===== config.mk =====
export PLATFORM = sky130hd
export DESIGN_NAME = image_bank_sequencer
export DESIGN_NICKNAME = d
export VERILOG_FILES = /design/src/rtl/image_bank_sequencer_pkg.sv /design/src/rtl/image_bank_sequencer_btn_debounce.sv /design/src/rtl/image_bank_sequencer.sv
export SDC_FILE = /design/constraint.sdc
export NUM_CORES = 1
export LEC_CHECK = 0
export CAP_MARGIN = 40
export CORE_UTILIZATION = 60
export DETAILED_ROUTE_END_ITERATION = 12
export PLACE_DENSITY = 0.85
export SLEW_MARGIN = 20
export SYNTH_ARGS = -nofsm -noshare
export SYNTH_HDL_FRONTEND = slang
export SYNTH_SLANG_ARGS = --single-unit

===== constraint.sdc =====
create_clock -name clk -period 3.35 [get_ports clk]
set_input_delay 0.67 -clock clk [delete_from_list [all_inputs] [get_ports clk]]
set_output_delay 0.67 -clock clk [all_outputs]
set_load 0.05 [all_outputs]

===== src/rtl/image_bank_sequencer_pkg.sv =====
// Shared display definitions: ROM geometry, sequencer state encoding and
// small helpers for bank arithmetic, reused by the pixel controller.
package image_bank_sequencer_pkg;

    // 18-bit pixel ROM address and one 320x240 image per bank
    localparam int unsigned ADDR_W    = 18;
    localparam int unsigned BANK_SIZE = 76800;
    localparam int unsigned IDX_W     = 2;

    // Sequencer: idle, or holding a queued bank change for the next frame
    typedef enum logic {
        SeqIdle,
        SeqPend
    } seq_state_e;

    // Button debouncer states
    typedef enum logic [1:0] {
        DbLow,
        DbChkHigh,
        DbHigh,
        DbChkLow
    } db_state_e;

    // ROM base address of a bank
    function automatic logic [ADDR_W-1:0] bank_base_of(input logic [IDX_W-1:0] idx,
                                                       input int unsigned size);
        int unsigned prod;
        prod = 32'(idx) * size;
        return ADDR_W'(prod);
    endfunction

    // One step up or down with wrap over num banks; a single bank never moves
    function automatic logic [IDX_W-1:0] bank_step(input logic [IDX_W-1:0] idx,
                                                   input logic up,
                                                   input int unsigned num);
        int unsigned cur;
        int unsigned nxt;
        cur = 32'(idx);
        if (num <= 1) begin
            nxt = 0;
        end else if (up) begin
            nxt = (cur >= num - 1) ? 0 : cur + 1;
        end else begin
            nxt = (cur == 0 || cur >= num) ? num - 1 : cur - 1;
        end
        return IDX_W'(nxt);
    endfunction

endpackage


===== src/rtl/image_bank_sequencer_btn_debounce.sv =====
// Raw push-button to single-cycle press pulse: 2-flop synchronizer followed
// by a four-state debouncer. Only an accepted low-to-high edge pulses.
module btn_debounce #(
    parameter int unsigned DEBOUNCE_CYCLES = 250000
) (
    input  logic clk,
    input  logic reset_n,
    input  logic i_btn,
    output logic o_press
);
    import image_bank_sequencer_pkg::*;

    localparam int unsigned CNT_W = (DEBOUNCE_CYCLES > 1) ? $clog2(DEBOUNCE_CYCLES) : 1;

    logic [1:0]       r_sync;
    db_state_e        r_state;
    logic [CNT_W-1:0] r_cnt;
    logic             r_press;
    logic             w_sample;
    logic             w_cnt_done;

    assign w_sample   = r_sync[1];
    assign w_cnt_done = (32'(r_cnt) >= DEBOUNCE_CYCLES - 1);
    assign o_press    = r_press;

    // Bring the asynchronous button into the clk domain
    always_ff @(posedge clk or negedge reset_n) begin
        if (!reset_n) begin
            r_sync <= 2'b00;
        end else begin
            r_sync <= {r_sync[0], i_btn};
        end
    end

    // Accept a new level only after it is held stable; pulse on accepted press
    always_ff @(posedge clk or negedge reset_n) begin
        if (!reset_n) begin
            r_state <= DbLow;
            r_cnt   <= '0;
            r_press <= 1'b0;
        end else begin
            r_press <= 1'b0;
            case (r_state)
                DbLow: begin
                    if (w_sample) begin
                        r_state <= DbChkHigh;
                        r_cnt   <= '0;
                    end
                end
                DbChkHigh: begin
                    if (!w_sample) begin
                        r_state <= DbLow;
                        r_cnt   <= '0;
                    end else if (w_cnt_done) begin
                        r_state <= DbHigh;
                        r_cnt   <= '0;
                        r_press <= 1'b1;
                    end else begin
                        r_cnt <= r_cnt + CNT_W'(1);
                    end
                end
                DbHigh: begin
                    if (!w_sample) begin
                        r_state <= DbChkLow;
                        r_cnt   <= '0;
                    end
                end
                DbChkLow: begin
                    if (w_sample) begin
                        r_state <= DbHigh;
                        r_cnt   <= '0;
                    end else if (w_cnt_done) begin
                        // Release is accepted silently
                        r_state <= DbLow;
                        r_cnt   <= '0;
                    end else begin
                        r_cnt <= r_cnt + CNT_W'(1);
                    end
                end
                default: begin
                    r_state <= DbLow;
                    r_cnt   <= '0;
                end
            endcase
        end
    end

endmodule


===== src/rtl/image_bank_sequencer.sv =====
// Selects which stored image the pixel controller shows. Button presses and
// the slideshow timer queue a one-bank step that is only committed at
// frame_start, so the ROM base address never changes mid-frame.
module image_bank_sequencer #(
    parameter int unsigned NUM_BANKS       = 3,
    parameter int unsigned BANK_SIZE       = image_bank_sequencer_pkg::BANK_SIZE,
    parameter int unsigned DEBOUNCE_CYCLES = 250000,
    parameter int unsigned AUTO_FRAMES     = 180
) (
    input  logic                                       clk,
    input  logic                                       reset_n,
    input  logic                                       frame_start,
    input  logic                                       btn_next,
    input  logic                                       btn_prev,
    input  logic                                       auto_en,
    output logic [image_bank_sequencer_pkg::IDX_W-1:0]  bank_idx,
    output logic [image_bank_sequencer_pkg::ADDR_W-1:0] bank_base,
    output logic                                       switch_pending
);
    import image_bank_sequencer_pkg::*;

    localparam int unsigned FCNT_W = (AUTO_FRAMES > 1) ? $clog2(AUTO_FRAMES) : 1;

    seq_state_e        r_state;
    logic              r_dir_up;
    logic [IDX_W-1:0]  r_bank_idx;
    logic [ADDR_W-1:0] r_bank_base;
    logic [FCNT_W-1:0] r_frame_cnt;

    logic w_next_press;
    logic w_prev_press;
    logic w_one_press;
    logic w_any_press;
    logic w_auto_hit;
    logic w_commit_up;

    btn_debounce #(
        .DEBOUNCE_CYCLES (DEBOUNCE_CYCLES)
    ) u_deb_next (
        .clk     (clk),
        .reset_n (reset_n),
        .i_btn   (btn_next),
        .o_press (w_next_press)
    );

    btn_debounce #(
        .DEBOUNCE_CYCLES (DEBOUNCE_CYCLES)
    ) u_deb_prev (
        .clk     (clk),
        .reset_n (reset_n),
        .i_btn   (btn_prev),
        .o_press (w_prev_press)
    );

    // Simultaneous next and prev cancel each other
    assign w_one_press = w_next_press ^ w_prev_press;
    assign w_any_press = w_next_press | w_prev_press;

    // Slideshow fires when this frame_start brings the count to AUTO_FRAMES-1
    assign w_auto_hit  = (32'(r_frame_cnt) + 32'd1 >= AUTO_FRAMES - 1);

    // A press landing on the committing frame_start still wins the direction
    assign w_commit_up = w_one_press ? w_next_press : r_dir_up;

    assign bank_idx       = r_bank_idx;
    assign bank_base      = r_bank_base;
    assign switch_pending = (r_state == SeqPend);

    // Slideshow frame counter; only counts frames spent idle
    always_ff @(posedge clk or negedge reset_n) begin
        if (!reset_n) begin
            r_frame_cnt <= '0;
        end else if (!auto_en || w_any_press) begin
            r_frame_cnt <= '0;
        end else if (frame_start && (r_state == SeqIdle)) begin
            r_frame_cnt <= w_auto_hit ? '0 : r_frame_cnt + FCNT_W'(1);
        end
    end

    // Sequencer FSM: queue a direction, commit one step at frame_start
    always_ff @(posedge clk or negedge reset_n) begin
        if (!reset_n) begin
            r_state    <= SeqIdle;
            r_dir_up   <= 1'b1;
            r_bank_idx <= '0;
        end else begin
            case (r_state)
                SeqIdle: begin
                    if (w_one_press) begin
                        r_state  <= SeqPend;
                        r_dir_up <= w_next_press;
                    end else if (frame_start && auto_en && !w_any_press && w_auto_hit) begin
                        r_state  <= SeqPend;
                        r_dir_up <= 1'b1;
                    end
                end
                SeqPend: begin
                    if (frame_start) begin
                        r_bank_idx <= bank_step(r_bank_idx, w_commit_up, NUM_BANKS);
                        r_state    <= SeqIdle;
                    end else if (w_one_press) begin
                        r_dir_up <= w_next_press;
                    end
                end
                default: begin
                    r_state <= SeqIdle;
                end
            endcase
        end
    end

    // Base address follows bank_idx one cycle later
    always_ff @(posedge clk or negedge reset_n) begin
        if (!reset_n) begin
            r_bank_base <= '0;
        end else begin
            r_bank_base <= bank_base_of(r_bank_idx, BANK_SIZE);
        end
    end

endmodule


==> results.py <==
metrics = {
    "floorplanning": {
        "die_h_um": 79.8,
        "placementRows": 27,
        "die_x_um": 79.8,
        "initial_utilization_pct": 64.0,
        "core_area_um2": 5680,
        "dieArea_um2": 6370,
        "io_pins": 27,
    },
    "layout": {
        "finalInstanceArea_um2": 4010,
        "area_delta_synth_final_pct": 10.4,
        "layout.cells.non_filler": 488,
        "fillCellCount": 417,
        "nNetsFinal": 427,
        "antenna_cells": 0,
        "drive_above_1_share_pct": 8.41,
    },
    "synth": {
        "ys_warn_count": 0,
        "synth-async-reset-ratio_pct": 100,
        "synth_area_um2": 3630,
        "syn_inst": 396,
        "synth.avg_cell_area_um2": 9.18,
        "synth_seq_cells": 64,
        "synth_ff_type": "dfrtp_1",
        "synth.distinct_cells": 62,
        "seq_area_frac_synth_pct": 44.1,
        "synth_edf_count": 0,
    },
    "placement": {
        "dp_cells": 472,
        "port_buffers": 16,
        "routabilityCongestion": 0.919,
        "dpl.hpwl_um": 4910,
        "post_dp_cell_area_um2": 3790,
    },
    "timing": {
        "hold_violations": 0,
        "worst_slew_pin_slew_ns": 0.809,
        "setup_viol": 0,
        "grt_setup_unrepaired": "false",
        "finalMaxSlewViolations": 0,
        "layout_min_cycle_time_ns": 2.57,
        "clock.fmax_mhz": 390,
        "fin_crit_sh_pct": 76.6,
        "clock_skew_ns": 0.00892,
        "relSlewSlack_pct": 45.7,
        "fin_tns_setup_ns": 0,
    },
    "critical_path": {
        "crit_fanout": 33,
        "path_class": "flop to flop",
        "cp-start-kind": "flop",
        "path_delay_family": "simple AND/OR/NAND/NOR gates",
        "required_ns": 3.60,
        "cp.arrival_ns": 2.82,
        "cp_slowest_cell": "o21ai_4",
        "max_stage_delay_ns": 0.60,
        "path_cells": "or4_4, or4b_4, o21ai_4, nand3_1, mux2i_1",
        "cp-end-kind": "flop",
        "path_buf_inv": 0,
    },
    "route": {
        "dr_total_vias": 2996,
        "ant_nets": 0,
        "routedWlPerCell_um": 14.8,
        "first_iter_violations": 286,
        "remaining_drc_errors": 0,
        "dr.pass1.iters": 5,
        "detail_route.wirelength_um": 7240,
        "vias_per_cell": 6.14,
    },
    "clock_network": {
        "clk_path_buf_depth": 2,
        "holdBufCountCts": 0,
        "cts_max_level": 3,
        "clk_latency_ns": 0.34,
        "cts_tree": "done",
        "cts_sinks": 64,
        "path_clk_slew_ns": 0.07,
        "post_cts_resized": 0,
        "cts_made_buffers": 9,
        "cts-root-buf": "clkbuf_8",
        "postCtsSetupBuffers": 0,
    },
    "run_status": {
        "status": "completed",
    },
    "pwr": {
        "p_leak_nw": 1.70,
        "ir_drop_v": 0.000344,
        "power_density_nw_per_um2": 551,
    },
    "grt": {
        "grt_start_max_net_pins": 44,
        "grt_pass1_vias": 2814,
        "grt_usage_pct": 25.1,
        "grt_pass1_wl_um": 12400,
        "antenna_found_initial": 0,
        "overflow": 0,
    },
    "flow_run": {
        "max_cap_viol_count": 0,
    },
    "hold_path": {
        "worstHoldPathType": "primary input to async pin",
    },
}
[power breakdown]
group	switching [mW]	internal [mW]
Combinational	0.349	0.191
Sequential	0.0799	0.840
Clock	0.325	0.426
[metal layers]
metal | routed length (um) | track usage (%) | part of all wire (%) | vias to the layer above
li1 | - | - | - | 1463
met1 | 3320 | 32.4 | 46 | 1421
met2 | 3490 | 40.8 | 48 | 101
met3 | 325 | 5.03 | 4.5 | 11
met4 | 107 | 11.6 | 1.5 | 0
met5 | 0 | 0 | 0 | -
[worst reg2reg max path, stage by stage (launching register included)]
cell and delay (ns):
dfrtp_1 0.45, or4_4 0.50, or4b_4 0.50, o21ai_4 0.60, nand3_1 0.23, mux2i_1 0.20
[synth_stat cells, types with 2 or more instances]
| master | instances | area (um^2) |
|---|---|---|
| mux2i_1 | 11 | 110 |
| buf_2 | 2 | 10.0 |
| and3_1 | 12 | 75.1 |
| a41oi_1 | 2 | 17.5 |
| ha_1 | 10 | 125 |
| dfrtp_1 | 63 | 1580 |
| a22o_1 | 7 | 61.3 |
| nand2_1 | 41 | 154 |
| and4_1 | 2 | 17.5 |
| nand4_1 | 13 | 81.3 |
| o21a_1 | 3 | 22.5 |
| a21o_1 | 5 | 37.5 |
| nor2_1 | 19 | 71.3 |
| nand3_1 | 26 | 130 |
| or3_1 | 3 | 18.8 |
| a21oi_1 | 22 | 110 |
| and3b_1 | 2 | 17.5 |
| nand3b_1 | 7 | 52.6 |
| nor3_1 | 13 | 65.1 |
| o21ai_1 | 7 | 35.0 |
| a211oi_1 | 3 | 22.5 |
| xnor2_1 | 2 | 17.5 |
| a31oi_1 | 7 | 43.8 |
| nand2b_1 | 4 | 25.0 |
| buf_6 | 2 | 22.5 |
| and2_1 | 2 | 12.5 |
| inv_1 | 24 | 90.1 |
| buf_4 | 13 | 97.6 |
| o21ai_0 | 16 | 80.1 |
| nor4_1 | 5 | 31.3 |
| clkbuf_1 | 7 | 26.3 |
| xor2_1 | 2 | 17.5 |
| o22ai_1 | 6 | 37.5 |
| mux2_2 | 5 | 56.3 |
[metrics by stage]
stage,hold slack (ns),utilization [%],setup slack [ns],total power [mW]
floorplan,0.331,-,1.15,1.35
global placement,0.334,66.5,0.894,1.43
detailed placement,0.341,66.7,0.833,1.47
CTS,0.295,70.7,0.780,2.22
global route,0.313,70.7,0.597,2.33
finish,0.292,70.7,0.784,2.21
[sequential cells by signal (all words and copies together) (netlist names), named ones only]
name and count:
bank_base 6, bank_idx 2, r_dir_up 1, r_frame_cnt 8, switch_pending 1, u_deb_next.o_press 1
u_deb_next.r_cnt 18, u_deb_next.r_state 1, u_deb_next.r_sync 2, u_deb_prev.o_press 1, u_deb_prev.r_cnt 18, u_deb_prev.r_state 1
u_deb_prev.r_sync 2
[layout make-up]
class	instances	area [um^2]	area share, %
clock buffer	9	124	3.09
sequential	64	1600	40.0
timing repair buffer	20	189	4.71
inverter	24	90.1	2.25
tap	72	90.1	2.25
clock inverter	7	101	2.53
multi-input combinational	292	1810	45.2
[placed cells by master, fill, tap and decap left out, drive strengths merged, types with 11 or more instances in the layout]
master,n
clkdlybuf4s50,15
nor3,13
nand3,27
o21ai,25
and3,12
nand2,41
dfrtp,63
inv,27
a21oi,22
nand4,13
mux2i,11
nor2,19
[kinds of logic after synthesis]
kind of cell	Yosys count	share of synthesized area [%]
AOI/OAI and AO/OA	95	17.2
xor gates and xnor gates	4	0.964
adders and majority gates	10	3.44
buffers and inverters	49	6.89
DFF	64	44.1
muxes	16	4.58
other	1	0.103
and+or+nand+nor	157	22.7
[final timing paths]
| check | endpoint | startpoint | cells after the start | slack (ns) |
|---|---|---|---|---|
| worst max-delay path | u_deb_next.r_cnt[7]$_DFFE_PN0P_ | u_deb_next.r_cnt[8]$_DFFE_PN0P_ | 5 | 0.78 |
| worst min-delay path | r_frame_cnt[0]$_DFFE_PN0P_ | reset_n | 1 | 0.29 |
| worst max register to register | u_deb_next.r_cnt[7]$_DFFE_PN0P_ | u_deb_next.r_cnt[8]$_DFFE_PN0P_ | 5 | 0.78 |
| worst min register to register | u_deb_prev.r_sync[1]$_DFF_PN0_ | u_deb_prev.r_sync[0]$_DFF_PN0_ | 0 | 0.36 |
| max in group asynchronous | r_dir_up$_DFFE_PN1P_ | reset_n | 2 | 2.14 |
| min in group clk | u_deb_prev.r_sync[1]$_DFF_PN0_ | u_deb_prev.r_sync[0]$_DFF_PN0_ | 0 | 0.36 |
(Power assumes the default switching activity.)
